[config.mk]
export PLATFORM = sky130hd
export DESIGN_NAME = alu_exec_unit
export DESIGN_NICKNAME = d
export VERILOG_FILES = /design/src/rtl/alu_pkg.sv /design/src/rtl/alu_comb_core.sv /design/src/rtl/alu_exec_unit.sv
export SDC_FILE = /design/constraint.sdc
export NUM_CORES = 1
export LEC_CHECK = 0
export CAP_MARGIN = 20
export CORE_MARGIN = 2
export CORE_UTILIZATION = 35
export CTS_CLUSTER_DIAMETER = 100
export DETAILED_ROUTE_END_ITERATION = 10
export SETUP_SLACK_MARGIN = 0.5
export SLEW_MARGIN = 10
export SYNTH_ARGS = -nofsm -noshare
export SYNTH_HDL_FRONTEND = slang
export SYNTH_SLANG_ARGS = --single-unit
[constraint.sdc]
create_clock -name clk -period 9.37 [get_ports clk]
set_input_delay 1.4055 -clock clk [delete_from_list [all_inputs] [get_ports clk]]
set_output_delay 1.4055 -clock clk [all_outputs]
set_load 0.01 [all_outputs]
[src/rtl/alu_pkg.sv]
// Shared ALU definitions: operation codes used by the ID-stage decoder and the
// execute unit, plus the execute-unit state encoding.
package alu_pkg;

  localparam logic [3:0] ALU_OP_ADD         = 4'd0;
  localparam logic [3:0] ALU_OP_SUB         = 4'd1;
  localparam logic [3:0] ALU_OP_AND         = 4'd2;
  localparam logic [3:0] ALU_OP_OR          = 4'd3;
  localparam logic [3:0] ALU_OP_XOR         = 4'd4;
  localparam logic [3:0] ALU_OP_LT          = 4'd5;
  localparam logic [3:0] ALU_OP_NONE        = 4'd6;
  localparam logic [3:0] ALU_OP_SHIFT_LEFT  = 4'd7;
  localparam logic [3:0] ALU_OP_SHIFT_RIGHT = 4'd8;

  typedef enum logic [1:0] {
    ST_IDLE  = 2'd0,
    ST_SHIFT = 2'd1,
    ST_DONE  = 2'd2
  } alu_state_t;

  function automatic logic is_shift_op(input logic [3:0] op);
    return (op == ALU_OP_SHIFT_LEFT) || (op == ALU_OP_SHIFT_RIGHT);
  endfunction

endpackage

[src/rtl/alu_comb_core.sv]
// Single-cycle ALU datapath: add/sub/logic/signed-compare. Pure combinational;
// the execute unit registers the result.
module alu_comb_core
  import alu_pkg::*;
#(
  parameter int WIDTH = 32
) (
  input  logic [3:0]       alu_op,
  input  logic [WIDTH-1:0] op_a,
  input  logic [WIDTH-1:0] op_b,
  output logic [WIDTH-1:0] result
);

  logic [WIDTH-1:0] and_vec;
  logic [WIDTH-1:0] or_vec;
  logic [WIDTH-1:0] xor_vec;
  logic             lt_bit;

  genvar gi;
  generate
    for (gi = 0; gi < WIDTH; gi++) begin : g_bitwise
      assign and_vec[gi] = op_a[gi] & op_b[gi];
      assign or_vec[gi]  = op_a[gi] | op_b[gi];
      assign xor_vec[gi] = op_a[gi] ^ op_b[gi];
    end
  endgenerate

  assign lt_bit = $signed(op_a) < $signed(op_b);

  // Shift codes and undefined codes fall to zero; shifts are handled by the parent.
  always_comb begin
    result = '0;
    case (alu_op)
      ALU_OP_ADD: result = op_a + op_b;
      ALU_OP_SUB: result = op_a - op_b;
      ALU_OP_AND: result = and_vec;
      ALU_OP_OR:  result = or_vec;
      ALU_OP_XOR: result = xor_vec;
      ALU_OP_LT:  result = {{(WIDTH-1){1'b0}}, lt_bit};
      default:    result = '0;
    endcase
  end

endmodule

[src/rtl/alu_exec_unit.sv]
// Execute-stage ALU: valid/ready input, single-cycle logic/arith ops, iterative
// one-bit-per-cycle shifts, result held until the downstream stage accepts it.
module alu_exec_unit
  import alu_pkg::*;
#(
  parameter int WIDTH   = 32,
  parameter int SHAMT_W = 5
) (
  input  logic             clk,
  input  logic             rst,
  input  logic             in_valid,
  output logic             in_ready,
  input  logic [3:0]       alu_op,
  input  logic [WIDTH-1:0] op_a,
  input  logic [WIDTH-1:0] op_b,
  output logic             out_valid,
  input  logic             out_ready,
  output logic [WIDTH-1:0] result,
  output logic             zero
);

  alu_state_t           state_reg;
  logic [WIDTH-1:0]     acc_reg;
  logic [SHAMT_W-1:0]   cnt_reg;
  logic                 dir_right_reg;
  logic [WIDTH-1:0]     result_reg;
  logic                 zero_reg;
  logic                 in_ready_reg;
  logic                 out_valid_reg;
  logic [WIDTH-1:0]     core_result;

  alu_comb_core #(
    .WIDTH(WIDTH)
  ) u_core (
    .alu_op(alu_op),
    .op_a  (op_a),
    .op_b  (op_b),
    .result(core_result)
  );

  always_ff @(posedge clk) begin
    if (rst) begin
      state_reg     <= ST_IDLE;
      acc_reg       <= '0;
      cnt_reg       <= '0;
      dir_right_reg <= 1'b0;
      result_reg    <= '0;
      zero_reg      <= 1'b1;
      in_ready_reg  <= 1'b1;
      out_valid_reg <= 1'b0;
    end else begin
      case (state_reg)
        ST_IDLE: begin
          if (in_valid) begin
            in_ready_reg <= 1'b0;
            if (is_shift_op(alu_op)) begin
              acc_reg       <= op_a;
              cnt_reg       <= op_b[SHAMT_W-1:0];
              dir_right_reg <= (alu_op == ALU_OP_SHIFT_RIGHT);
              state_reg     <= ST_SHIFT;
            end else begin
              result_reg    <= core_result;
              zero_reg      <= (core_result == '0);
              out_valid_reg <= 1'b1;
              state_reg     <= ST_DONE;
            end
          end
        end
        ST_SHIFT: begin
          // The cnt==0 edge only publishes, so shamt N costs N+1 cycles here.
          if (cnt_reg == '0) begin
            result_reg    <= acc_reg;
            zero_reg      <= (acc_reg == '0);
            out_valid_reg <= 1'b1;
            state_reg     <= ST_DONE;
          end else begin
            acc_reg <= dir_right_reg ? (acc_reg >> 1) : (acc_reg << 1);
            cnt_reg <= cnt_reg - {{(SHAMT_W-1){1'b0}}, 1'b1};
          end
        end
        ST_DONE: begin
          if (out_ready) begin
            out_valid_reg <= 1'b0;
            in_ready_reg  <= 1'b1;
            state_reg     <= ST_IDLE;
          end
        end
        default: begin
          out_valid_reg <= 1'b0;
          in_ready_reg  <= 1'b1;
          state_reg     <= ST_IDLE;
        end
      endcase
    end
  end

  assign in_ready  = in_ready_reg;
  assign out_valid = out_valid_reg;
  assign result    = result_reg;
  assign zero      = zero_reg;

endmodule

==> impl_metrics.ini, run 1 <==
[status]
status = complete, no violations

[yosys]
ys.flop_type = dfxtp_1
synthTopCellsByArea = dfxtp_1 (16%), ha_1 (14%), nor2_1 (8.3%)
synth_nets = 1559
syn_area_per_cell_um2 = 6.998
synth_edf_count = 0
yosys.area.top_type = dfxtp_1
seq_area_frac_synth_pct = 15.55
syn_inst = 1380
yosys.area.top_type_share_pct = 15.55
async_flop_share_pct = 0
syn_area_um2 = 9657
synthDistinctLibCells = 90
yosysWarnings = 0
ys_ff_latch = 75

[clocking]
cts.sinks = 75
clk_latency_ps = 340
clockBufferDepth = 2
postCtsHoldBufs = 0
tritoncts = built
cts_resized = 0
path_clk_slew_ps = 60
htree_levels = 3
post_cts_buffers = 0
cts-root-buf = clkbuf_16
numCtsBuffers = 9

[power_and_ir_drop]
clkPwrFrac_pct = 30.2
power_density_nw_per_um2 = 112.0
p_leak_nw = 4.378
combPwrFrac_pct = 41.3
ir_drop_mv = 0.07482
p_int_mw = 0.7603
p_seq_share_pct = 28.5
p_switching_mw = 0.4739
switching_share_pct = 38.40

[critical_path]
critPathLaunchType = input pin
path_delay_family = compound AO/OA/AOI/OAI gates
max_stage_delay_ps = 880
critPathSlowestCell = a2111oi_0
crit_chain = clkdlybuf4s50_1 > inv_1 > ha_1 > nand4_1 > or2_1 > o31ai_1 > nor2_1 > nor2_1 > o221ai_1 > a2111oi_0 > nand4_1 > nor3_1 > nand4_1 > o31ai_2
reg2reg_to = zero
worst_ep_arrival_time_ps = 6110
path_max_fanout = 13
reg2reg_depth = 12
endpoint_kind = flip-flop
path_buf_inv = 2
critical_path.startpoint = op_a[10]
cp.required_ps = 9630
setup.worst_path.class = input pin to flip-flop
worstReg2RegStart = cnt_reg[0]
reg2reg_slack_ps = 5570
crit_top_cell = nand4_1

[die]
fp.dieW_um = 170.1
start_util_pct = 35.73
io_pins = 107
die_h_um = 170.1
core_area_um2 = 27030
rows = 60
dieArea_um2 = 28940

[route]
first_pass_iters = 6
drcViolationCount = 0
routedWlPerCell_um = 21.30
wirelength_um = 37450
viasPerCell = 5.980
drtIter0Drc = 1029
drt.antenna.violating_nets = 0
vias = 10510

[global_routing]
antenna_found_initial = 2
grtUsageTotal_pct = 25.60
grt_pass1_vias = 10030
grt_max_degree = 76
grt_pass1_wl_um = 57890
grt.overflow.total = 0

[timing]
fin_skew_ps = 8.029
tns_ps = 0
setup_viol = 0
worst_pin_slew_ps = 1053
slew_viol_final = 0
post-route-period-util_pct = 62.48
rsz0062_at_grt = no
max-slew-margin-rel_pct = 27.96
finalHoldViolations = 0
fmax_mhz = 170.8
period_needed_ps = 5854

[finish]
drive_above_1_share_pct = 4.732
final_area_um2 = 11020
area_growth_pct = 14.12
final_common_cell = nor2_1
final_cell_mix = nor2_1 (214), a21oi_1 (145), ha_1 (105), clkdlybuf4s50_1 (104), inv_1 (98)
fin_nets = 1590

[placed_design]
gp_congestion = 0.9731
hpwl_um = 28530
place_area_um2 = 10700
port_buffers = 106

[hold_path]
hold_path_class = flip-flop to flip-flop
holdPathEnd = result[25]
holdPathStages = 2
hp-start = result[25]

[run]
max_cap_violations = 0
[cell usage after synthesis, drive strengths merged, types with 10 or more instances]
cell type / count
a211o: 12
a211oi: 69
a21o: 12
a21oi: 145
a221oi: 10
a31oi: 15
buf: 17
clkbuf: 81
dfxtp: 75
ha: 105
inv: 98
mux2i: 35
nand2: 92
nand2b: 18
nand3: 28
nand4: 16
nor2: 215
nor2b: 18
nor3: 42
nor4: 23
o211ai: 23
o21a: 11
o21ai: 52
o21bai: 11
o221ai: 10
o31ai: 13
or2: 10
or3: 13
[tightest hold or removal path: stages (launching register included)]
cell	delay (ps)
dfxtp_1	310
nand2_1	50
a21oi_1	50
[worst max-delay path by stage]
stage          slack (ps)  cells past startpoint  endpoint
2_1_floorplan        4990                     15      zero
6_report             3520                     14      zero
5_1_grt              3380                     14      zero
3_5_place_dp         3400                     14      zero
4_1_cts              3740                     14      zero
3_3_place_gp         3390                     14      zero
[layout make-up]
class,instances,area [um2]
clock buffer,9,225.2
sequential,75,1503
inverter,98,367.9
multi-input combinational,1109,7262
tap,341,426.7
timing repair buffer,118,1141
fill,2922,16010
antenna,1,2.502
clock inverter,7,92.59
[power groups by stage]
stage / Clock [mW] / Sequential, mW / Combinational [mW]
after floorplan: 0 / 0.357 / 0.327
after global placement: 0 / 0.358 / 0.502
after detailed placement: 0 / 0.358 / 0.501
after CTS: 0.376 / 0.352 / 0.503
after global routing: 0.393 / 0.354 / 0.557
final: 0.372 / 0.352 / 0.510
[per-layer routing]
| metal | wire (um) | track usage, % | vias up |
|---|---|---|---|
| li1 | - | - | 5065 |
| met1 | 16620 | 33.97 | 4994 |
| met5 | 0 | 0 | - |
| met3 | 2266 | 3.349 | 69 |
| met2 | 16970 | 41.73 | 384 |
| met4 | 1598 | 10.70 | 0 |
[cells by family after synthesis]
| group | share of synthesized area [%] |
|---|---|
| adder cells (fa/ha/maj) | 14.02 |
| multiplexers | 3.861 |
| AND/OR/NAND/NOR | 25.02 |
| flip-flops | 15.55 |
| AO/OA/AOI/OAI | 31.61 |
| buffers and inverters | 9.484 |
| XOR/XNOR | 0.4535 |
[metrics by stage]
step / total power, mW / cells / hold slack [ps] / setup slack (ps) / util, %
floorplan: 0.6846 / 1380 / 474.6 / 4991 / -
detailed placement: 0.8591 / 1741 / 446.3 / 3402 / 39.59
finish: 1.234 / 1758 / 449.5 / 3516 / 40.78
CTS: 1.231 / 1757 / 454.6 / 3744 / 40.77
global placement: 0.8599 / 1741 / 442.6 / 3390 / 39.59
global route: 1.304 / 1757 / 481.1 / 3379 / 40.77
Power figures use the tool's default switching activity.
==> run 2, diff against run 1 <==
==> constraint.sdc (replaced) <==
create_clock -name clk -period 5.1 [get_ports clk]
set_input_delay 0.765 -clock clk [delete_from_list [all_inputs] [get_ports clk]]
set_output_delay 0.765 -clock clk [all_outputs]
set_load 0.01 [all_outputs]
==> run 2 against run 1 <==
Effect of this change:
- core utilization grew 1.9 points
- hold slack better by 2.1 ps
- largest cell class unchanged
- global-route usage increased by 0.21 points
- setup slack worse by 2900 ps
- critical path type unchanged
- sequential power up 83%
==> impl_metrics.ini, run 2 (synthesis gave the netlist of run 1 again) <==
[status]
status = complete, no violations

[global_routing]
grt_pass1_vias = 10170
antenna_found_initial = 0
grt.overflow.total = 0
grt_max_degree = 63
grt_pass1_wl_um = 58220
grtUsageTotal_pct = 25.81

[hold_path]
holdPathEnd = result[7]
hp-start = result[7]
holdPathStages = 2
hold_path_class = flip-flop to flip-flop

[die]
rows = 60
die_h_um = 170.1
fp.dieW_um = 170.1
core_area_um2 = 27030
start_util_pct = 35.73
io_pins = 107
dieArea_um2 = 28940

[critical_path]
path_delay_family = simple AND/OR/NAND/NOR gates
reg2reg_depth = 13
setup.worst_path.class = input pin to flip-flop
max_stage_delay_ps = 620
worstReg2RegStart = cnt_reg[0]
critPathLaunchType = input pin
reg2reg_slack_ps = 1870
crit_chain = clkdlybuf4s50_1 > ha_1 > fa_1 > a211oi_1 > buf_4 > nor4_1 > nor4_1 > buf_4 > nor3_1 > o21ai_1 > a221oi_1 > nor2_1 > nor3_1 > nor4b_2 > nand4_1 > o31ai_2
path_max_fanout = 5
endpoint_kind = flip-flop
cp.required_ps = 5360
reg2reg_to = zero
worst_ep_arrival_time_ps = 4710
path_buf_inv = 3
critPathSlowestCell = nor4_1

[timing]
fmax_mhz = 224.8
post-route-period-util_pct = 87.24
worst_pin_slew_ps = 1069
tns_ps = 0
rsz0062_at_grt = no
holdWs_ps = 451.7
slew_viol_final = 0
finalHoldViolations = 0
fin_skew_ps = 10.04
period_needed_ps = 4449
max-slew-margin-rel_pct = 28.71
setup_ws_ps = 650.7
setup_viol = 0

[placed_design]
port_buffers = 106
dp_slack_ps = -99.36
place_area_um2 = 11120
hpwl_um = 29690
gp_congestion = 0.9667

[power_and_ir_drop]
clkPwrFrac_pct = 25.7
p_switching_mw = 0.8795
p_seq_share_pct = 28.9
switching_share_pct = 39.44
p_int_mw = 1.351
combPwrFrac_pct = 45.4
power_density_nw_per_um2 = 193.5
ir_drop_mv = 0.1236
p_leak_nw = 4.668

[finish]
final_cell_mix = nor2_1 (214), a21oi_1 (144), ha_1 (104), clkdlybuf4s50_1 (102), inv_1 (98)
fin_nets = 1647
drive_above_1_share_pct = 9.252
diodes = 0
fillers = 2917
final_common_cell = nor2_1
final_area_um2 = 11530
area_growth_pct = 19.37

[clocking]
htree_levels = 3
path_clk_slew_ps = 60
numCtsBuffers = 9
clockBufferDepth = 2
clk_latency_ps = 340
tritoncts = built
cts.sinks = 75
cts-root-buf = clkbuf_16

[route]
vias = 10810
routedWlPerCell_um = 20.98
wirelength_um = 38000
viasPerCell = 5.971
first_pass_iters = 5
drcViolationCount = 0
drtIter0Drc = 1129
drt.antenna.violating_nets = 0

[run]
max_cap_violations = 0
==> run 2: cell type report <==
| type | count | area, um2 | share of cell area [%] |
|---|---|---|---|
| Sequential cell | 75 | 1503 | 13.04 |
| Inverter | 98 | 367.9 | 3.191 |
| Clock buffer | 10 | 239.0 | 2.073 |
| Multi-Input combinational cell | 1109 | 7400 | 64.19 |
| Tap cell | 341 | 426.7 | 3.701 |
| Clock inverter | 3 | 17.52 | 0.1520 |
| Timing Repair Buffer | 175 | 1574 | 13.65 |
==> run 2: stage by stage <==
stage | total power, mW | utilization [%] | std cells
6_report | 2.230 | 42.65 | 1811
5_1_grt | 2.352 | 42.65 | 1811
4_1_cts | 2.203 | 42.13 | 1809
3_5_place_dp | 1.626 | 41.14 | 1796
3_3_place_gp | 1.628 | 41.14 | 1796
2_1_floorplan | 1.258 | - | 1380
==> run 2: how the worst max path moves through the flow <==
stage / start / cells after the start / endpoint
CTS: op_b[0] / 16 / zero
global placement: op_a[0] / 18 / zero
finish: op_b[0] / 16 / zero
global route: op_b[10] / 16 / zero
detailed placement: op_a[3] / 15 / zero
floorplan: op_a[0] / 15 / zero
==> run 2: power by group through the flow <==
stage	logic, mW	clock network, mW	registers [mW]
finish	1.01	0.573	0.645
floorplan	0.601	0	0.656
global placement	0.971	0	0.657
detailed placement	0.969	0	0.657
CTS	0.976	0.582	0.645
global route	1.10	0.608	0.649
==> run 2: repair_timing <==
item | 4_1_cts | 5_1_grt
setup buffers | 0 | 2
endpoints found under the hold margin | 0 | 0
resized for setup | 3 | 23
endpoints found under the setup margin | 1 | 3
hold buffers | 0 | 0
pin swaps | 0 | 5
==> run 2: per-layer routing <==
metal | part of all wire, % | up-vias | track usage, %
met5 | 0 | - | 0
met4 | 3.9 | 0 | 9.773
met3 | 6.4 | 74 | 3.791
met2 | 46 | 452 | 42.47
met1 | 44 | 5115 | 34.07
li1 | - | 5173 | -
==> run 2: worst min-delay path, stage by stage, from the launching register on <==
cell     delay (ps)
dfxtp_1         310
nand2_1          50
a21oi_1          50
==> run 3, diff against run 2 <==
--- a/config.mk
+++ b/config.mk
@@ -10,6 +10,7 @@
 export CORE_UTILIZATION = 35
 export CTS_CLUSTER_DIAMETER = 100
 export DETAILED_ROUTE_END_ITERATION = 10
+export HOLD_SLACK_MARGIN = 0.06
 export SETUP_SLACK_MARGIN = 0.5
 export SLEW_MARGIN = 10
 export SYNTH_ARGS = -nofsm -noshare
==> results of run 3 <==
The final DEF is identical to that of run 2; final timing and power are the same.
